===== config.mk =====
export PLATFORM = sky130hd
export DESIGN_NAME = combine_sweep_ctrl
export DESIGN_NICKNAME = d
export VERILOG_FILES = /design/src/rtl/combine_ctrl_pkg.sv /design/src/rtl/combine_result_fifo.sv /design/src/rtl/combine_sweep_ctrl.sv
export SDC_FILE = /design/constraint.sdc
export NUM_CORES = 1
export LEC_CHECK = 0
export ABC_AREA = 1
export BUFFER_PORTS_ARGS = -buffer_cell sky130_fd_sc_hd__buf_4
export CAP_MARGIN = 30
export CORE_MARGIN = 2
export CORE_UTILIZATION = 51
export DETAILED_ROUTE_END_ITERATION = 7
export GPL_TIMING_DRIVEN = 0
export PLACE_DENSITY = 0.69
export SLEW_MARGIN = 20
export SYNTH_ARGS = -nofsm -noshare
export SYNTH_HDL_FRONTEND = slang
export SYNTH_SLANG_ARGS = --single-unit

===== constraint.sdc =====
create_clock -name clk -period 18.68 [get_ports clk]
set_input_delay 2.802 -clock clk [delete_from_list [all_inputs] [get_ports clk]]
set_output_delay 2.802 -clock clk [all_outputs]
set_load 0.05 [all_outputs]

===== src/rtl/combine_ctrl_pkg.sv =====
// Shared types and helpers for the layer-combine sweep sequencer.
package combine_ctrl_pkg;

   typedef enum logic [1:0] {
      ST_IDLE  = 2'd0,
      ST_RUN   = 2'd1,
      ST_DRAIN = 2'd2,
      ST_DONE  = 2'd3
   } state_e;

   localparam int P_FRAC = 22;
   localparam int RES_W  = 3 + P_FRAC;

   typedef struct packed {
      logic signed [RES_W-1:0] enum_real;
      logic signed [RES_W-1:0] enum_imag;
      logic signed [RES_W-1:0] denum;
   } result_t;

   // One extra stage for the registered combine outputs after sin/cos.
   function automatic int pipe_lat(input int trig_lat);
      return trig_lat + 1;
   endfunction

endpackage


===== src/rtl/combine_result_fifo.sv =====
// Synchronous result FIFO with flush; head is gated to zero while empty.
module combine_result_fifo #(
   parameter int W     = 75,
   parameter int DEPTH = 8
) (
   input  logic                         clk,
   input  logic                         rst_n,
   input  logic                         i_flush,
   input  logic                         i_push,
   input  logic [W-1:0]                 i_data,
   input  logic                         i_pop,
   output logic [W-1:0]                 o_data,
   output logic                         o_valid,
   output logic [$clog2(DEPTH+1)-1:0]   o_count
);
   localparam int AW = $clog2(DEPTH);
   localparam int CW = $clog2(DEPTH + 1);

   logic [W-1:0]  mem_q [DEPTH];
   logic [AW-1:0] wr_ptr_q, wr_ptr_d, rd_ptr_q, rd_ptr_d;
   logic [CW-1:0] count_q, count_d;
   logic          do_push, do_pop;

   always_comb begin
      do_pop   = i_pop && (count_q != '0);
      do_push  = i_push && ((count_q != CW'(DEPTH)) || do_pop);
      wr_ptr_d = wr_ptr_q;
      rd_ptr_d = rd_ptr_q;
      count_d  = count_q;
      if (do_push) wr_ptr_d = wr_ptr_q + AW'(1);
      if (do_pop)  rd_ptr_d = rd_ptr_q + AW'(1);
      if (do_push && !do_pop)      count_d = count_q + CW'(1);
      else if (do_pop && !do_push) count_d = count_q - CW'(1);
      if (i_flush) begin
         wr_ptr_d = '0;
         rd_ptr_d = '0;
         count_d  = '0;
      end
   end

   always_ff @(posedge clk) begin
      if (!rst_n) begin
         wr_ptr_q <= '0;
         rd_ptr_q <= '0;
         count_q  <= '0;
      end else begin
         wr_ptr_q <= wr_ptr_d;
         rd_ptr_q <= rd_ptr_d;
         count_q  <= count_d;
      end
   end

   always_ff @(posedge clk) begin
      if (do_push && !i_flush) mem_q[wr_ptr_q] <= i_data;
   end

   assign o_valid = (count_q != '0);
   assign o_data  = o_valid ? mem_q[rd_ptr_q] : '0;
   assign o_count = count_q;

endmodule


===== src/rtl/combine_sweep_ctrl.sv =====
// Sweep sequencer: credit-limited index issue, latency tracker and result FIFO
// for the layer-combine datapath.
module combine_sweep_ctrl
   import combine_ctrl_pkg::*;
#(
   parameter int p        = P_FRAC,
   parameter int IDX_W    = 16,
   parameter int TRIG_LAT = 4,
   parameter int DEPTH    = 8
) (
   input  logic             clk,
   input  logic             rst_n,
   input  logic             i_start,
   input  logic             i_abort,
   input  logic [IDX_W-1:0] i_idx_first,
   input  logic [IDX_W-1:0] i_idx_step,
   input  logic [IDX_W-1:0] i_n_points,
   output logic [IDX_W-1:0] o_idx,
   output logic             o_idx_valid,
   input  logic [p+2:0]     i_enum_real,
   input  logic [p+2:0]     i_enum_imag,
   input  logic [p+2:0]     i_denum,
   output logic [p+2:0]     o_enum_real,
   output logic [p+2:0]     o_enum_imag,
   output logic [p+2:0]     o_denum,
   output logic             o_valid,
   input  logic             i_ready,
   output logic             o_busy,
   output logic             o_done
);
   localparam int PIPE_LAT = pipe_lat(TRIG_LAT);
   localparam int RW       = 3 + p;
   localparam int CW       = $clog2(DEPTH + 1);
   localparam int FW       = $clog2(PIPE_LAT + 1);

   state_e               state_q, state_d;
   logic [IDX_W-1:0]     idx_q, idx_d, step_q, step_d, n_q, n_d, issued_q, issued_d;
   logic [PIPE_LAT-1:0]  pipe_q, pipe_d;
   logic [FW-1:0]        in_flight;
   logic [CW-1:0]        fifo_count;
   logic                 fifo_valid, fifo_pop, issue, last_issue, abort_act, credit_ok;
   logic [3*RW-1:0]      fifo_rdata;

   always_comb begin
      in_flight = '0;
      for (int i = 0; i < PIPE_LAT; i++) in_flight = in_flight + FW'(pipe_q[i]);
   end

   // Every issued point already owns a FIFO slot, so the FIFO can never overflow.
   assign credit_ok  = (int'(in_flight) + int'(fifo_count)) < DEPTH;
   assign abort_act  = i_abort && ((state_q == ST_RUN) || (state_q == ST_DRAIN));
   assign issue      = (state_q == ST_RUN) && !i_abort && (issued_q < n_q) && credit_ok;
   assign last_issue = issue && (issued_q == (n_q - IDX_W'(1)));
   assign fifo_pop   = fifo_valid && i_ready;

   always_ff @(posedge clk) begin
      if (!rst_n) state_q <= ST_IDLE;
      else        state_q <= state_d;
   end

   always_comb begin
      state_d = state_q;
      case (state_q)
         ST_IDLE:  if (i_start) state_d = (i_n_points == '0) ? ST_DONE : ST_RUN;
         ST_RUN:   if (abort_act) state_d = ST_IDLE;
                   else if (last_issue) state_d = ST_DRAIN;
         // Leave on the last pop so o_done lands the cycle after it.
         ST_DRAIN: if (abort_act) state_d = ST_IDLE;
                   else if ((in_flight == '0) &&
                            ((fifo_count == '0) || ((fifo_count == CW'(1)) && fifo_pop)))
                      state_d = ST_DONE;
         ST_DONE:  state_d = ST_IDLE;
         default:  state_d = ST_IDLE;
      endcase
   end

   always_comb begin
      o_busy      = (state_q != ST_IDLE);
      o_done      = (state_q == ST_DONE);
      o_idx_valid = issue;
      o_idx       = idx_q;
   end

   always_comb begin
      idx_d    = idx_q;
      step_d   = step_q;
      n_d      = n_q;
      issued_d = issued_q;
      pipe_d   = {pipe_q[PIPE_LAT-2:0], issue};
      if ((state_q == ST_IDLE) && i_start) begin
         idx_d    = i_idx_first;
         step_d   = i_idx_step;
         n_d      = i_n_points;
         issued_d = '0;
      end
      if (issue) begin
         idx_d    = idx_q + step_q;
         issued_d = issued_q + IDX_W'(1);
      end
      if (abort_act) begin
         pipe_d   = '0;
         issued_d = '0;
      end
   end

   always_ff @(posedge clk) begin
      if (!rst_n) begin
         idx_q    <= '0;
         step_q   <= '0;
         n_q      <= '0;
         issued_q <= '0;
         pipe_q   <= '0;
      end else begin
         idx_q    <= idx_d;
         step_q   <= step_d;
         n_q      <= n_d;
         issued_q <= issued_d;
         pipe_q   <= pipe_d;
      end
   end

   combine_result_fifo #(
      .W     (3 * RW),
      .DEPTH (DEPTH)
   ) u_fifo (
      .clk     (clk),
      .rst_n   (rst_n),
      .i_flush (abort_act),
      .i_push  (pipe_q[PIPE_LAT-1]),
      .i_data  ({i_enum_real, i_enum_imag, i_denum}),
      .i_pop   (fifo_pop),
      .o_data  (fifo_rdata),
      .o_valid (fifo_valid),
      .o_count (fifo_count)
   );

   assign o_valid = fifo_valid;
   assign {o_enum_real, o_enum_imag, o_denum} = fifo_rdata;

endmodule


==> impl_metrics.toml <==
[status]
status = "finished clean"

[placement]
dp_slack_ns = 11.86
dpl_cell_area_mm2 = 0.03181
dp.cells = 3529
place.gp.congestion = 0.9294
io_buffers = 222
dp_hpwl_um = 51850

[global_routing]
grt_pass1_vias = 20362
grt_usage = 0.2623
gr-total-overflow = 0
grt_pass1_wl_um = 114900
grt_max_degree = 26
grt_antenna_before_repair = 5

[floorplanning]
fp.dieH_um = 240.3
dieArea_mm2 = 0.05775
ios = 223
start_util = 0.5159
design.core.area_mm2 = 0.05520
rows = 86
die_w_um = 240.3

[route]
route.detailed.drc = 0
finalWirelength_um = 76620
drtIter0Drc = 1975
vias = 20987
avgRoutedWirePerCell_um = 20.91
antenna_left = 0
dr.pass1.iters = 5
avgViaCountPerCell = 5.726

[finish]
final_cell_mix = "edfxtp_1 (600), nor2_1 (545), o21ai_0 (430)"
seqCellArea_mm2 = 0.01970
drive_gt1_frac = 0.1513
layout_commonest_cell = "edfxtp_1"
final_area_mm2 = 0.03417
fin_nets = 3035
post-route-util = 0.6189
final.fill_count = 4326
multi_input_area_mm2 = 0.007873
area_growth_pct = 19.96
final_cell_count_no_fill = 3665

[logic_synthesis]
ys_seq_elements = 684
ys_seq_area_frac = 0.6917
yosysWarnings = 0
syn_inst = 2504
synthesis.nets = 2683
ys_types = 42
syn_area_per_cell_um2 = 11.37
synth_area_mm2 = 0.02848

[clock_network]
numCtsBuffers = 73
ctsLongestPathBuffers = 3
path_clk_slew_ns = 0.05
cts-root-buf = "clkbuf_16"
clock-sinks = 684
ctsResizeCount = 0
cts_setup_buffers = 0
tritoncts = "done"
clk_latency_ns = 0.62
ctsHoldBuffers = 0
cts_max_level = 3

[critical_path]
crit_path_end_kind = "output port"
cp.arrival_ns = 4.00
reg2regPathDepth = 12
r2r-end = "u_fifo.mem_q[2][46]"
path_max_fanout = 10
start_kind = "input port"
path_class = "input port to output port"
r2r_start = "u_fifo.o_count[0]"
reg2reg_slack_ns = 15.14
critPathRequiredTime_ns = 15.88

[sta]
finalSetupViolCount = 0
hold_viol = 0
fmax_ghz = 0.1471
finalMaxSlewViolations = 0
fin_worst_skew_ns = 0.02259
worst_pin_slew_ns = 1.105
timing.final.ws_setup_ns = 11.88
min_period_over_period = 0.3640
rsz0062_at_grt = "false"
fin_tns_setup_ns = 0
finalWorstPathRequiredPeriod_ns = 6.799
holdWs_ns = 0.4487
slew_headroom = 0.2631

[pwr]
leakagePower_nw = 12.32
ir_drop_mv = 0.1372
power_per_cell_area_mw_per_mm2 = 146.3
p_total_mw = 4.998

[min_path]
min_path_type = "flop to flop"
hold_end = "pipe_q[4]"
holdPathStages = 2
hp-start = "pipe_q[3]"

[run]
maxCapViolCount = 0
## Yosys cell counts, drive strengths merged
cell     number  area (µm²)
nor3b         1       7.510
ha           48       600.6
fa            3       60.06
a21boi        1       7.510
a31oi        84       525.5
a211oi        1       7.510
o31ai         3       22.52
nand2       171       641.9
nor4          6       37.54
or2           4       25.02
edfxtp      600       18020
clkbuf      101       380.4
xnor2        11       96.34
dfxtp        84        1682
nand3        39       210.2
a21o          2       15.01
buf          46       225.2
o21bai        4       30.03
xor2         14       122.6
o22ai        75       469.2
nand3b        2       15.01
o21ai       445        2227
a21oi        88       444.2
nor3          8       45.04
o2111ai       1       8.760
o21a          2       15.01
nor2        557        2121
o211ai        1       7.510
nand4         7       50.05
inv          94       352.8
o211a         1       10.01
## worst max path at each step
stage,startpoint,to,depth (start not counted)
floorplan,i_ready,u_fifo.mem_q[6][0],6
global placement,i_ready,u_fifo.mem_q[4][49],7
detailed placement,i_abort,o_idx_valid,6
CTS,i_abort,o_idx_valid,6
global route,i_abort,o_idx_valid,6
finish,i_abort,o_idx_valid,6
## registers in the layout (all words and copies together) (netlist names), 3 cells and up, named ones only
signal	cells
o_idx	16
u_fifo.wr_ptr_q	3
pipe_q	5
u_fifo.o_count	4
step_q	16
u_fifo.rd_ptr_q	3
issued_q	16
n_q	16
u_fifo.mem_q	600
## logic make-up after synthesis
| logic type | count (synthesis) | share of synthesized area |
|---|---|---|
| DFF | 684 | 0.6917 |
| buffers and inverters | 241 | 0.03365 |
| and+or+nand+nor | 795 | 0.1107 |
| adders and majority gates | 51 | 0.02320 |
| AOI/OAI and AO/OA | 708 | 0.1331 |
| xor gates and xnor gates | 25 | 0.007688 |
## power breakdown
group | internal (mW) | switching (mW)
sequential | 1.70 | 0.0368
clock | 0.830 | 0.595
combinational | 0.494 | 1.34
## critical path, stage by stage
cell and delay [ns]:
buf_4 0.12, nor2_1 0.15, nand3_1 0.11, nor2_1 0.23, buf_2 0.32, buf_4 0.26
## per-layer routing
| metal | wire length [µm] | GRT usage | vias up |
|---|---|---|---|
| met4 | 2618 | 0.1018 | 4 |
| met2 | 37280 | 0.4397 | 913 |
| li1 | - | - | 9708 |
| met5 | 17 | 0 | - |
| met3 | 5910 | 0.04512 | 174 |
| met1 | 30800 | 0.3421 | 10188 |
## area by class of cell
class                   count  area share
flip-flops and latches    684      0.5766
multi-input cells        1579      0.2304
repair buffers            277     0.06863
clock buffers              92     0.05614
well taps                 748     0.02739
plain buffers             147     0.01773
clock inverters            41     0.01256
inverters                  94     0.01033
diodes                      3   0.0002197
(Power assumes the default switching activity.)
